## src/rtl/fwd_hazard_ctrl.sv

```systemverilog
// fwd_hazard_ctrl: EX-stage operand forwarding selects and load-use stall
// detection for the 5-stage RV32I core. Tracks EX/MEM/WB destination
// records internally so the core only presents decode-stage fields.
module fwd_hazard_ctrl #(
    parameter int REG_AW = 5,
    parameter int CNT_W  = 16
) (
    input  logic              clk,
    input  logic              rst_n,
    input  logic              id_valid,
    input  logic [REG_AW-1:0] id_rs1,
    input  logic [REG_AW-1:0] id_rs2,
    input  logic [REG_AW-1:0] id_rd,
    input  logic              id_reg_write,
    input  logic              id_mem_read,
    input  logic              flush,
    output logic [1:0]        fwd_a_sel,
    output logic [1:0]        fwd_b_sel,
    output logic              stall,
    output logic [CNT_W-1:0]  stall_count
);

    typedef struct packed {
        logic              vld;
        logic [REG_AW-1:0] rs1;
        logic [REG_AW-1:0] rs2;
        logic [REG_AW-1:0] rd;
        logic              rw;
        logic              mr;
    } ex_rec_t;

    typedef struct packed {
        logic              vld;
        logic [REG_AW-1:0] rd;
        logic              rw;
    } dst_rec_t;

    localparam logic [1:0] SEL_RF  = 2'b00;
    localparam logic [1:0] SEL_WB  = 2'b01;
    localparam logic [1:0] SEL_MEM = 2'b10;

    ex_rec_t          ex_q,  ex_d;
    dst_rec_t         mem_q, mem_d;
    dst_rec_t         wb_q,  wb_d;
    logic [CNT_W-1:0] stall_count_q, stall_count_d;

    logic [1:0][REG_AW-1:0] ex_src;
    logic [1:0][1:0]        sel;

    // Load-use hazard: the load in EX produces rd too late for the ID consumer.
    // rs2 is compared even for I-type, which only costs a spurious stall.
    always_comb begin
        stall = id_valid & ex_q.vld & ex_q.mr & (ex_q.rd != '0) &
                ((ex_q.rd == id_rs1) | (ex_q.rd == id_rs2));
    end

    assign ex_src[0] = ex_q.rs1;
    assign ex_src[1] = ex_q.rs2;

    // Per-operand select: youngest producer (MEM) wins over WB; x0 never forwarded.
    for (genvar g = 0; g < 2; g++) begin : g_sel
        always_comb begin
            sel[g] = SEL_RF;
            if (ex_q.vld) begin
                if (mem_q.vld & mem_q.rw & (mem_q.rd != '0) & (mem_q.rd == ex_src[g]))
                    sel[g] = SEL_MEM;
                else if (wb_q.vld & wb_q.rw & (wb_q.rd != '0) & (wb_q.rd == ex_src[g]))
                    sel[g] = SEL_WB;
            end
        end
    end

    assign fwd_a_sel   = sel[0];
    assign fwd_b_sel   = sel[1];
    assign stall_count = stall_count_q;

    // Next pipeline records: flush or stall inject a single bubble into EX only.
    always_comb begin
        ex_d = '0;
        if (!(flush | stall)) begin
            ex_d.vld = id_valid;
            ex_d.rs1 = id_rs1;
            ex_d.rs2 = id_rs2;
            ex_d.rd  = id_rd;
            ex_d.rw  = id_reg_write;
            ex_d.mr  = id_mem_read;
        end
        mem_d.vld = ex_q.vld;
        mem_d.rd  = ex_q.rd;
        mem_d.rw  = ex_q.rw;
        wb_d      = mem_q;
    end

    // Saturating stall-cycle counter.
    always_comb begin
        stall_count_d = stall_count_q;
        if (stall && (stall_count_q != '1))
            stall_count_d = stall_count_q + CNT_W'(1);
    end

    // Stage records and counter; reset clears everything immediately.
    always_ff @(posedge clk or negedge rst_n) begin
        if (!rst_n) begin
            ex_q          <= '0;
            mem_q         <= '0;
            wb_q          <= '0;
            stall_count_q <= '0;
        end else begin
            ex_q          <= ex_d;
            mem_q         <= mem_d;
            wb_q          <= wb_d;
            stall_count_q <= stall_count_d;
        end
    end

endmodule

```

## config.mk

```make
export PLATFORM = sky130hd
export DESIGN_NAME = fwd_hazard_ctrl
export DESIGN_NICKNAME = d
export VERILOG_FILES = /design/src/rtl/fwd_hazard_ctrl.sv
export SDC_FILE = /design/constraint.sdc
export NUM_CORES = 1
export LEC_CHECK = 0
export CAP_MARGIN = 20
export CORE_MARGIN = 5
export CORE_UTILIZATION = 51
export CTS_CLUSTER_SIZE = 10
export DETAILED_ROUTE_END_ITERATION = 10
export PLACE_DENSITY_LB_ADDON = 0.08
export SETUP_SLACK_MARGIN = 0.5
export SLEW_MARGIN = 20
export SYNTH_ARGS = -nofsm -noshare
export SYNTH_HDL_FRONTEND = slang
export SYNTH_SLANG_ARGS = --single-unit
```

## constraint.sdc

```tcl
create_clock -name clk -period 2.72 [get_ports clk]
set_input_delay 0.544 -clock clk [delete_from_list [all_inputs] [get_ports clk]]
set_output_delay 0.544 -clock clk [all_outputs]
set_load 0.05 [all_outputs]
```

==> tab_implementation.tex, run 1 <==
\begin{tabular}{lr}
\hline
Metric & Value \\
\hline
\multicolumn{2}{l}{\textbf{Outcome}} \\
Status & finished clean \\
\multicolumn{2}{l}{\textbf{Detailed routing}} \\
Number of iterations in the first detailed-routing pass & 4 \\
Average wire length per cell after detail routing & 15.6 um \\
Antenna-violating nets left & 0 \\
Post-route DRC & 0 \\
Total via count in the routed design & 1536 \\
DRT iter0 DRCs & 76 \\
Number of vias per cell & 5.31 \\
Wirelength, routed & 4520 um \\
\multicolumn{2}{l}{\textbf{Critical path}} \\
CP delay by family, top & simple AND/OR/NAND/NOR gates \\
Critical path's largest stage delay & about 550 ps \\
FF-to-FF Start & ex\_q[4] \\
Setup slack of the worst register-to-register path & 630 ps \\
Critical Path Start Type & flop \\
Chain of cells forming the critical path & or4\_1 > o211ai\_1 > buf\_4 > nor4\_2 > nor4\_4 > buf\_12 \\
Crit path buffers/inverters & 2 \\
CP max-delay cell & sky130\_fd\_sc\_hd\_\_or4\_1 \\
Kind of critical path & reg2out \\
Number of cells on the worst reg-to-reg path & 6 \\
Crit path required time & roughly 2200 ps \\
Critical path peak fanout & 3 \\
Crit Reg-Reg Endpoint & stall\_count[1] \\
Critical Path End Type & output pin \\
Data arrival, critical path & 2040 ps \\
\multicolumn{2}{l}{\textbf{Clock tree}} \\
Clock tree from TritonCTS & yes \\
Master cell of the clock root buffer & sky130\_fd\_sc\_hd\_\_clkbuf\_8 \\
CTS Buf Count & 5 \\
CTS Sinks & 48 \\
CTS H-tree lvls & 2 \\
Clk pin slew, worst setup/hold paths & 80 ps \\
Quantity of hold-fixing buffers added after cts & 0 \\
Insertion delay to the later sink of the worst-skew pair & between 200 and 300 ps \\
Worst-case clock buffer depth & 2 \\
\multicolumn{2}{l}{\textbf{Global route}} \\
Number of global-route vias before repair & 1556 \\
Pin count of the biggest net entering global routing & 27 \\
First-pass GRT wire length & 7360 um \\
Antenna violations before repair & 0 \\
Global routing usage summed across all routing layers & approximately 17\% \\
Overflow after GRT & 0 \\
\multicolumn{2}{l}{\textbf{Floorplan}} \\
Count of pins on the block boundary & 42 \\
Number of rows in the core area & 23 \\
Core area & 4060 um2 \\
Die height & 75.1 um \\
Area enclosed by the die boundary & approximately 5600 um2 \\
Horizontal die dimension & 75.1 um \\
Initial standard-cell utilization of the core & around 53\% \\
\multicolumn{2}{l}{\textbf{Logic synthesis}} \\
Syn Nets & 200 \\
Flop and latch count out of synthesis & 48 \\
Ys async rst share & 100\% \\
Post-Syn Area & 2160 um2 \\
Yosys warnings & 0 \\
Number of synthesized flops with an enable pin & 0 \\
Unique cell type count in the Yosys netlist & 26 \\
Post-Synthesis Cells & 178 \\
Sequential fraction of the synthesis area & between 50\% and 60\% \\
Mean post-synth cell area & 12.1 um2 \\
Most used flip-flop cell after synthesis & sky130\_fd\_sc\_hd\_\_dfrtp\_1 \\
\multicolumn{2}{l}{\textbf{Pwr}} \\
IR drop worst, VDD & 0.000471 V \\
Leakage Power & between 1 and 1.5 nW \\
Total design power & 1.42 mW \\
Power density over the cells & 480 nW/um2 \\
\multicolumn{2}{l}{\textbf{Finish}} \\
Area taken by flip-flops and latches & about 1200 um2 \\
Number of nets in the layout & 260 \\
Final Cell Area & 2960 um2 \\
Utilization of the core after routing & $\sim$73\% \\
Area growth, synth to finish & 36.8\% \\
Count of fill cells added during filler insertion & between 200 and 300 \\
Most used cells in the layout excluding fill and tap cells & 46 x sky130\_fd\_sc\_hd\_\_dfrtp\_1, 35 x sky130\_fd\_sc\_hd\_\_clkdlybuf4s50\_1, 28 x sky130\_fd\_sc\_hd\_\_xnor2\_1, 16 x sky130\_fd\_sc\_hd\_\_and2\_2 \\
Fraction of final layout cells with drive strength greater than 1 & between 20 and 30\% \\
Commonest non-fill, non-tap cell in the layout & sky130\_fd\_sc\_hd\_\_dfrtp\_1 \\
Antenna diode count & 0 \\
Combined area of the multi-input logic cells & 1020 um2 \\
\multicolumn{2}{l}{\textbf{Timing}} \\
Setup Skew & about 3.7 ps \\
Number of pins exceeding their max-slew limit in the final report & 0 \\
Post-layout minimum cycle time & between 2000 and 3000 ps \\
Final clock period utilization by the worst path & 95.1\% \\
Fmax & 387 MHz \\
Hold Vio Cnt, Final & 0 \\
Worst slew pin tran & between 500 and 600 ps \\
Final-layout worst hold slack & between 200 and 250 ps \\
Final setup violating endpoints & 0 \\
Normalized max-slew margin & 61.1\% \\
Setup TNS after final layout & 0 ps \\
Setup repair after global routing missed its margin & yes \\
\multicolumn{2}{l}{\textbf{Place}} \\
Number of buffers inserted by port buffering & 41 \\
Weighted congestion at the end of routability-driven global placement & around 0.91 \\
Post-Place Cell Area & 2720 um2 \\
DPL Wire Length & 3350 um \\
\multicolumn{2}{l}{\textbf{Flow run}} \\
Number of violations of the max-capacitance limit & 0 \\
\multicolumn{2}{l}{\textbf{Min path}} \\
Path category of the worst min-delay check & in2async \\
\hline
\end{tabular}
-- cells in the mapped netlist, types with 2 or more instances --
cell type                 instances  area [um2]
sky130_fd_sc_hd__and2_1           4        25.0
sky130_fd_sc_hd__and2_2          17         128
sky130_fd_sc_hd__and3_1           6        37.5
sky130_fd_sc_hd__and4_1           2        17.5
sky130_fd_sc_hd__dfrtp_1         48        1200
sky130_fd_sc_hd__mux2_2           4        45.0
sky130_fd_sc_hd__nand2_1          7        26.3
sky130_fd_sc_hd__nand3_1         13        65.1
sky130_fd_sc_hd__nand4_1          9        56.3
sky130_fd_sc_hd__nor2_1           3        11.3
sky130_fd_sc_hd__nor3_1           2        10.0
sky130_fd_sc_hd__nor4_1           5        31.3
sky130_fd_sc_hd__or4_1            5        37.5
sky130_fd_sc_hd__xnor2_1         28         245
sky130_fd_sc_hd__xor2_1          14         123
-- worst reg2reg max path: stages, from the launching register on --
cell                        delay [ps]
sky130_fd_sc_hd__dfrtp_1           430
sky130_fd_sc_hd__or4_4             550
sky130_fd_sc_hd__o2111ai_4         230
sky130_fd_sc_hd__buf_4             150
sky130_fd_sc_hd__nor2_1            110
sky130_fd_sc_hd__nand2_1           150
sky130_fd_sc_hd__mux2_2            340
-- through the flow --
| stage | worst slack (ps) | std cells |
|---|---|---|
| 5_1_grt | 40.1 | 289 |
| 6_report | 134 | 289 |
| 3_5_place_dp | 371 | 269 |
| 3_3_place_gp | 374 | 269 |
| 2_1_floorplan | 418 | 178 |
| 4_1_cts | 139 | 277 |
-- how the worst max path moves through the flow --
stage          startpoint            to  slack, ps  cells past startpoint
2_1_floorplan    mem_q[2]  fwd_a_sel[0]        420                      4
3_3_place_gp    id_rs1[0]         stall        370                      6
3_5_place_dp    id_rs1[0]         stall        370                      6
4_1_cts          mem_q[3]  fwd_b_sel[1]        140                      5
5_1_grt          mem_q[2]  fwd_a_sel[0]         40                      6
6_report         mem_q[2]  fwd_a_sel[0]        130                      6
-- routing by layer --
metal / up-vias / routed length (um) / GRT usage (%)
li1: 734 / - / -
met1: 757 / 2010 / 21.8
met2: 39 / 2260 / 28.9
met3: 6 / 186 / 5.07
met4: 0 / 55 / 5.93
met5: - / 0 / 0
-- logic make-up after synthesis --
family,after synthesis,synth area share (%)
adder cells (fa/ha/maj),1,0.579
XOR/XNOR,42,17.0
buffers and inverters,3,0.868
AND/OR/NAND/NOR,74,20.9
multiplexers,4,2.08
flip-flops,48,55.6
AO/OA/AOI/OAI,6,3.01
-- state kept, by name, summed over array words and instances (netlist names) --
signal,cells
ex_q,18
mem_q,7
stall_count,16
wb_q,7
-- final cells by class --
| type | instances | area share, % |
|---|---|---|
| flip-flops and latches | 48 | 40.7 |
| multi-input cells | 127 | 34.5 |
| repair buffers | 55 | 19.0 |
| clock buffers | 6 | 2.45 |
| well taps | 50 | 2.12 |
| clock inverters | 2 | 1.18 |
| inverters | 1 | 0.127 |
-- where the power goes --
part,switching [mW],internal (mW)
logic,0.0748,0.0833
clock network,0.222,0.273
registers,0.0276,0.739
-- what timing repair did --
action,in CTS,in global routing
endpoints found under the hold margin,0,0
pin swaps,0,4
resized for setup,1,7
buffers inserted,0,12
setup endpoints to repair,5,5
Power figures use the tool's default switching activity.
==> inputs of run 2 (changes only) <==
- CORE_MARGIN: 5 -> 2
==> run 2 against run 1 <==
  * Register-to-register slack improved by 20 ps
  * Sequential share of layout area increased by 0.31 points
  * Routed wire length decreased by 1.3%
  * Non-clock buffer count decreased by 3
  * Combinational power decreased by 3%
  * Cell count decreased by 1.0%
  * Die area decreased by 15%
  * Final area decreased by 0.76%
  * Worst setup slack improved by 44 ps
==> tab_implementation.tex, run 2 (synthesis results as in run 1) <==
\begin{tabular}{lr}
\hline
Metric & Value \\
\hline
\multicolumn{2}{l}{\textbf{Outcome}} \\
Status & finished clean \\
\multicolumn{2}{l}{\textbf{Clock tree}} \\
Insertion delay to the later sink of the worst-skew pair & 300 ps (about the same) \\
Clock tree from TritonCTS & yes \\
Master cell of the clock root buffer & sky130\_fd\_sc\_hd\_\_clkbuf\_8 \\
Quantity of hold-fixing buffers added after cts & 0 (unchanged) \\
Worst-case clock buffer depth & 2 (unchanged) \\
CTS H-tree lvls & 2 (unchanged) \\
CTS Buf Count & 5 (unchanged) \\
CTS Sinks & 48 (unchanged) \\
Clk pin slew, worst setup/hold paths & 80 ps (about the same) \\
\multicolumn{2}{l}{\textbf{Pwr}} \\
IR drop worst, VDD & 0.000433 V (-8.2\%) \\
Part of the power in combinational logic & 10.8\% (-0.3 points) \\
Power dissipated by switching net loads & 0.326 mW (+0.46\%) \\
Leakage Power & 1.28 nW (+0.29\%) \\
Share of total power in sequential cells & 54.0\% (about the same) \\
Clock share of power & 35.2\% (+0.4 points) \\
Internal power of the cells & 1.09 mW (-0.23\%) \\
Switching share of total power & 23.0\% (+0.12 points) \\
Total design power & 1.42 mW (about the same) \\
Power density over the cells & 483 nW/um2 (+0.70\%) \\
\multicolumn{2}{l}{\textbf{Floorplan}} \\
Die height & 69.1 um (-8.0\%) \\
Count of pins on the block boundary & 42 (unchanged) \\
Core area & 4030 um2 (-0.71\%) \\
Number of rows in the core area & 23 (unchanged) \\
Horizontal die dimension & 69.1 um (-8.0\%) \\
Initial standard-cell utilization of the core & 53.7\% (+0.38 points) \\
Area enclosed by the die boundary & 4780 um2 (-15\%) \\
\multicolumn{2}{l}{\textbf{Finish}} \\
Register with the most flip-flops & ex\_q \\
Fraction of final layout cells with drive strength greater than 1 & 25.4\% (-0.52 points) \\
Area growth, synth to finish & 35.8\% \\
Most used cells in the layout excluding fill and tap cells & 46 x sky130\_fd\_sc\_hd\_\_dfrtp\_1, 34 x sky130\_fd\_sc\_hd\_\_clkdlybuf4s50\_1, 28 x sky130\_fd\_sc\_hd\_\_xnor2\_1, 16 x sky130\_fd\_sc\_hd\_\_and2\_2, 14 x sky130\_fd\_sc\_hd\_\_xor2\_1 \\
Number of nets in the layout & 257 (-1.2\%) \\
Utilization of the core after routing & 72.9\% (about the same) \\
Antenna diode count & 0 (unchanged) \\
Commonest non-fill, non-tap cell in the layout & sky130\_fd\_sc\_hd\_\_dfrtp\_1 \\
Count of fill cells added during filler insertion & 279 (+5.3\%) \\
Filler-free cell count of the finished design & 286 (-1.0\%) \\
Number of flip-flops under the largest register name & 18 (unchanged) \\
Final Cell Area & 2940 um2 (-0.76\%) \\
\multicolumn{2}{l}{\textbf{Critical path}} \\
Kind of critical path & reg2out \\
Data arrival, critical path & 2000 ps (-40 ps) \\
Crit path required time & 2180 ps (about the same) \\
Critical path peak fanout & 3 (unchanged) \\
Critical Path End Type & output pin \\
Critical Path Start Type & flop \\
Number of cells on the worst reg-to-reg path & 6 (unchanged) \\
\multicolumn{2}{l}{\textbf{Global route}} \\
Global routing usage summed across all routing layers & 20.2\% (+2.8 points) \\
Antenna violations before repair & 0 (unchanged) \\
Pin count of the biggest net entering global routing & 49 (+81\%) \\
Number of global-route vias before repair & 1583 (+1.7\%) \\
First-pass GRT wire length & 7530 um (+2.2\%) \\
Overflow after GRT & 0 (unchanged) \\
\multicolumn{2}{l}{\textbf{Timing}} \\
Hold Vio Cnt, Final & 0 (unchanged) \\
Fmax & 393 MHz (+1.7\%) \\
Worst slew pin tran & 575 ps (-9.32 ps) \\
Normalized max-slew margin & 61.7\% (+0.62 points) \\
Final clock period utilization by the worst path & 93.5\% (-1.6 points) \\
Setup Skew & 3.99 ps (+0.244 ps) \\
Final-layout worst hold slack & 317 ps (+74.7 ps) \\
Post-layout minimum cycle time & 2540 ps (-43.6 ps) \\
Final setup violating endpoints & 0 (unchanged) \\
Setup repair after global routing missed its margin & yes \\
Number of pins exceeding their max-slew limit in the final report & 0 (unchanged) \\
Setup WS post-layout & 178 ps (+43.6 ps) \\
Setup TNS after final layout & 0 ps (unchanged) \\
\multicolumn{2}{l}{\textbf{Place}} \\
Post-Place Cell Area & 2720 um2 (unchanged) \\
Worst slack after detailed placement & 341 ps (-29.6 ps) \\
Weighted congestion at the end of routability-driven global placement & 0.871 (-3.9\%) \\
Number of buffers inserted by port buffering & 41 (unchanged) \\
DPL Wire Length & 3160 um (-5.9\%) \\
Number of placed instances, taps included & 269 (unchanged) \\
\multicolumn{2}{l}{\textbf{Detailed routing}} \\
Number of iterations in the first detailed-routing pass & 4 (unchanged) \\
Wirelength, routed & 4460 um (-1.3\%) \\
Antenna-violating nets left & 0 (unchanged) \\
Average wire length per cell after detail routing & 15.6 um (-0.29\%) \\
Total via count in the routed design & 1530 (-0.39\%) \\
Post-route DRC & 0 (unchanged) \\
Number of vias per cell & 5.35 (+0.65\%) \\
DRT iter0 DRCs & 43 (-43\%) \\
\multicolumn{2}{l}{\textbf{Min path}} \\
Path category of the worst min-delay check & in2async \\
\multicolumn{2}{l}{\textbf{Flow run}} \\
Number of violations of the max-capacitance limit & 0 (unchanged) \\
\hline
\end{tabular}
==> run 2: routing by layer <==
layer / up-vias / part of all wire (%) / global-route usage (%)
met5: - / 0 / 0
met4: 0 / 2.6 / 9.15
met3: 11 / 4.0 / 5.70
met2: 38 / 50 / 32.8
met1: 752 / 43 / 25.2
li1: 729 / - / -
==> run 2: cell type report <==
type | instances | area [um2] | share of cell area [%]
clock buffer | 6 | 72.6 | 2.47
timing repair buffer | 52 | 541 | 18.4
inverter | 1 | 3.75 | 0.128
multi-input combinational | 127 | 1020 | 34.7
clock inverter | 2 | 35.0 | 1.19
sequential | 48 | 1200 | 41.0
tap | 50 | 62.6 | 2.13
==> run 2: path summary, 6_finish.rpt <==
check	slack (ps)	end	start
worst min register to register	360	mem_q[0]	ex_q[1]
worst max register to register	650	ex_q[17]	ex_q[3]
worst max-delay path	180	fwd_a_sel[0]	wb_q[2]
worst min-delay path	320	wb_q[4]	rst_n
max in group asynchronous	1980	ex_q[3]	rst_n
min in group clk	360	mem_q[0]	ex_q[1]
==> run 2: timing repair <==
| action | in CTS | in global routing |
|---|---|---|
| setup endpoints to repair | 5 | 7 |
| gates cloned | 0 | 0 |
| pin swaps | 2 | 2 |
| buffers inserted | 3 | 6 |
| endpoints found under the hold margin | 0 | 0 |
| resized for setup | 4 | 5 |
==> run 2: worst max-delay path: stages (launching register included) <==
cell                        delay (ps)
sky130_fd_sc_hd__dfrtp_1           410
sky130_fd_sc_hd__or4_1             150
sky130_fd_sc_hd__o2111ai_1         140
sky130_fd_sc_hd__or4_4             470
sky130_fd_sc_hd__nor4_4            350
sky130_fd_sc_hd__buf_12            180
==> run 2: power groups by stage <==
stage | combinational (mW) | clock (mW) | sequential, mW
floorplan | 0.0702 | 0 | 0.781
global placement | 0.135 | 0 | 0.781
detailed placement | 0.138 | 0 | 0.783
CTS | 0.147 | 0.506 | 0.767
global route | 0.167 | 0.551 | 0.770
finish | 0.153 | 0.500 | 0.766
==> RTL change 1, RTL diff (flow settings as in run 1) <==
Put one more register stage on the output `stall_count`, with the module's reset. The value now appears one clock later. The other outputs are not delayed to match.
--- a/src/rtl/fwd_hazard_ctrl.sv
+++ b/src/rtl/fwd_hazard_ctrl.sv
@@ -72,7 +72,13 @@
 
     assign fwd_a_sel   = sel[0];
     assign fwd_b_sel   = sel[1];
-    assign stall_count = stall_count_q;
+    always_ff @(posedge clk or negedge rst_n) begin
+        if (!rst_n) begin
+            stall_count <= '0;
+        end else begin
+            stall_count <= stall_count_q;
+        end
+    end
 
     // Next pipeline records: flush or stall inject a single bubble into EX only.
     always_comb begin
Formal check against the unedited RTL: not equivalent (a bounded check fails within 4 cycles, from zero or initial values and one cycle with rst_n low).
==> RTL change 1 against run 1 <==
Setup slack gained 0.039 ns. Via count grew 8.8%. Synthesized area grew 21%. Sequential cell count grew 16. Combinational power is essentially flat. Total power grew 38%. Sequential share of layout area grew 5.3 points. Critical path depth shrank 1. First-iteration DRC count shrank 2.6%. Design area grew 18%. Clock power grew 59%. Wire length grew 6.1%.
==> RTL change 1: results (changes against run 1) <==
- Largest net degree at the start of global routing: 65 (+140%)
- Slowest stage delay, CP: 0.47 ns (-0.08 ns)
- Nets@finish: 283 (+8.8%)
- Clock buffer count from CTS: 9 (+4)
- Synth Area in Adders: 0.004792 (-0.0009955)
- Status: complete, no violations
- Hold_ws: 0.2023 ns (-0.04034 ns)
- Dpl cells: 312 (+16%)
- Synth cell count leaders: dfrtp_1 (64), xnor2_1 (28), and2_1 (21)
- Worst Setup SP: wb_q[2]
- Gr usage total: 0.1715 (-0.002859)
- Worst EP arrival: 2.00 ns (-0.04 ns)
- First-pass GRT wire length: 8328 um (+13%)
- Slowest stage cell, crit path: or4_4
- WL/cell: 14.26 um (-8.8%)
- Worst Setup EP: fwd_b_sel[0]
- Pwr dens: 561.2 mW/mm2 (+17%)
- Die Wd: 81.56 um (+8.6%)
- Cells on worst reg2reg path: 7 (+1)
- DP HPWL: 3358 um (about the same)
- LEAKAGE: 1.579 nW (+24%)
- VDD IR-drop max: 0.3141 mV (-33%)
- Switching power: 0.4752 mW (+46%)
- Post_cts resized: 17 (+16)
- Post-Synth XOR/XNOR Area: 0.1409 (-0.02927)
- Post-CTS Setup Inserts: 7 (+7)
- Top cells by area, synth: dfrtp_1 (61%), xnor2_1 (9.4%), and2_1 (5.0%)
- Power Sequential: 1.01 mW (+32%)
- Compound-gate portion of the synthesized area: 0.02444 (-0.005656)
- Skew-Pair Late Insertion Delay: 0.33 ns (+0.04 ns)
- R2R Path End: stall_count_q[1]
- Worst Skew: 0.005543 ns (+0.001795 ns)
- Synthesized net count: 222 (+11%)
- Drt initial violations: 74 (-2.6%)
-- RTL change 1: area by class of cell --
class                      instances  area [um2]
inverter                           1       3.754
sequential                        64        1603
clock buffer                       9       123.9
fill                             382        1560
timing repair buffer              53       545.5
tap                               70       87.58
clock inverter                     7       71.32
multi-input combinational        132        1047
-- RTL change 1: metal layers --
| layer | part of all wire | global-route usage | vias up |
|---|---|---|---|
| met1 | 0.46 | 0.2367 | 814 |
| met3 | 0.042 | 0.04934 | 8 |
| li1 | - | - | 806 |
| met4 | 0.017 | 0.08108 | 0 |
| met5 | 0 | 0 | - |
| met2 | 0.48 | 0.2492 | 43 |
-- RTL change 1: through the flow --
stage	setup slack [ns]	util
global placement	0.2559	0.6337
global route	0.1056	0.6906
floorplan	0.4218	-
CTS	0.1443	0.6888
detailed placement	0.2473	0.6337
finish	0.1729	0.6906
==> RTL change 2, RTL diff (settings of run 1) <==
Made on the original files. The parameter `CNT_W` goes from 16 to 18.
--- a/src/rtl/fwd_hazard_ctrl.sv
+++ b/src/rtl/fwd_hazard_ctrl.sv
@@ -3,7 +3,7 @@
 // records internally so the core only presents decode-stage fields.
 module fwd_hazard_ctrl #(
     parameter int REG_AW = 5,
-    parameter int CNT_W  = 16
+    parameter int CNT_W  = 18
 ) (
     input  logic              clk,
     input  logic              rst_n,
Interface: changed (resized stall_count); port bits go from 42 to 44. No check against the original RTL was run, so the function may have changed too.
==> RTL change 2 against run 1 <==
Synthesized area grew 5.7%. Worst hold slack improved by 0.076 ns. Design area increased by 3.6%. Setup slack gained 0.040 ns. Total power fell by 2.0%. Core utilization shrank 2.6 points. Sequential cell count grew 2. Synthesized cell count increased by 7.9%. Sequential power increased by 3.5%. Sequential share of layout area increased by 0.16 points. Non-clock buffer count grew 3. Maximum frequency is 1.6% higher. Via count rose by 6.8%. Wire length increased by 1.8%. Critical endpoint unchanged.
==> RTL change 2: results (changes against run 1) <==
- Status: complete, no violations
- VDD IR-drop max: 0.3222 mV (-32%)
- Max_cap viols: 0 (unchanged)
- Skew-Pair Late Insertion Delay: 0.30 ns
- Clock Pin Slew Worst Setup and Hold Paths: 0.09 ns
- H-tree levels: 2 (unchanged)
- Slowest stage delay, CP: 0.47 ns (-0.08 ns)
- Worst Hold Class: input pin to asynchronous set/reset pin
- Ys Warns: 0 (unchanged)
- Initial antenna violation count: 0 (unchanged)
- Clock buffer count from CTS: 5 (unchanged)
- Port Buf Inserts: 43 (+4.9%)
- WL/cell: 14.93 um (-4.5%)
- Worst EP arrival: 2.00 ns (-0.04 ns)
- Nets@finish: 277 (+6.5%)
- Delay-heaviest family, CP: simple AND/OR/NAND/NOR gates
- Sequential fraction of the synthesis area: 0.5476 (-0.007910)
- First-pass DRT Iterations: 4 (unchanged)
- Synthesized net count: 214 (+7.0%)
- CTS tree: done
- Slowest stage cell, crit path: or4_4
- Top cells by area, synth: dfrtp_1 (55%), xnor2_1 (12%), and2_1 (6.0%)
- First-pass GRT wire length: 8100 um (+10%)
- Worst Skew: 0.005343 ns (+0.001595 ns)
- Gr usage total: 0.1687 (-0.005746)
- Largest net degree at the start of global routing: 51 (+89%)
- Asr flop ratio synth: 1.000 (unchanged)
- Worst-Margin Slew: 0.5918 ns (+0.007621 ns)
- DP HPWL: 3434 um (+2.4%)
- Routed length on met1: 2008 um (-0.25%)
- Synth Flop Type: dfrtp_1
- Distinct cell type count after synthesis: 32 (+23%)
- DR vias/cell: 5.328 (+0.25%)
- Root buf cell: clkbuf_8
- Synth cell count leaders: dfrtp_1 (50), xnor2_1 (32), and2_1 (22)
- Gpl congestion: 0.8344 (-8.0%)
- LEAKAGE: 1.316 nW (+3.0%)
- Number of global-route vias before repair: 1692 (+8.7%)
- Met3 wire len: 258 um (+39%)
- Routed wl met2: 2258 um (-0.22%)
- Drt initial violations: 67 (-12%)
- Layout cell share with drive strength beyond 1: 0.1758 (-0.08363)
## RTL change 2: kinds of logic after synthesis
| family | synth area share |
|---|---|
| simple gates | 0.2076 |
| fa+ha+maj | 0.005476 |
| buf+inv | 0.01040 |
| mux | 0.009857 |
| compound gates | 0.05039 |
| xor+xnor | 0.1687 |
| flops | 0.5476 |
## RTL change 2: path summary, 6_finish.rpt
| path | start | end | slack (ns) | cells past startpoint |
|---|---|---|---|---|
| setup / recovery | wb_q[4] | fwd_a_sel[0] | 0.17 | 5 |
| hold / removal | rst_n | wb_q[4] | 0.32 | 2 |
| setup reg to reg | ex_q[5] | stall_count[1] | 0.70 | 6 |
| hold reg to reg | ex_q[1] | mem_q[0] | 0.35 | 0 |
| max in group asynchronous | rst_n | stall_count[11] | 2.00 | 2 |
| min in group clk | ex_q[1] | mem_q[0] | 0.35 | 0 |
## RTL change 2: what timing repair did
action | in CTS | in global routing
endpoints found under the setup margin | 5 | 6
resized for setup | 12 | 1
setup buffers | 8 | 5
pin swaps | 6 | 3
## RTL change 2: routing by layer
layer,GRT usage,vias to the layer above
met2,0.2793,42
met4,0.04196,0
li1,-,800
met1,0.2167,789
met3,0.04918,10
met5,0,-
## RTL change 2: layout make-up
class	count	area, um2
fillers	324	1291
flip-flops and latches	50	1251
multi-input cells	138	1066
repair buffers	58	578.1
clock buffers	6	82.58
well taps	52	65.06
clock inverters	2	12.51
inverters	2	7.507
## RTL change 2: worst reg2reg max path: stages, from the launching register on
cell and delay, ns:
dfrtp_1 0.40, or4_4 0.55, buf_4 0.15, o21ai_2 0.21, a21oi_2 0.15, nand2_2 0.14, mux2_1 0.32
## RTL change 2: through the flow
step           total power [mW]  instance area [um2]  setup WS, ns  instances  hold WS, ns
3_3_place_gp             0.9517                 2860        0.2629        287       0.3383
3_5_place_dp             0.9570                 2860        0.2401        287       0.3386
6_report                  1.391                 3063        0.1745        308       0.3188
5_1_grt                   1.453                 3063        0.1072        308       0.3655
2_1_floorplan            0.8871                 2321        0.4158        192       0.2484
4_1_cts                   1.403                 3020        0.1588        303       0.3512
## RTL change 2: where the power goes
group | internal, mW | leakage, nW | switching, mW
Combinational | 0.0800 | 0.605 | 0.0766
Clock | 0.205 | 0.0472 | 0.236
Sequential | 0.769 | 0.664 | 0.0248
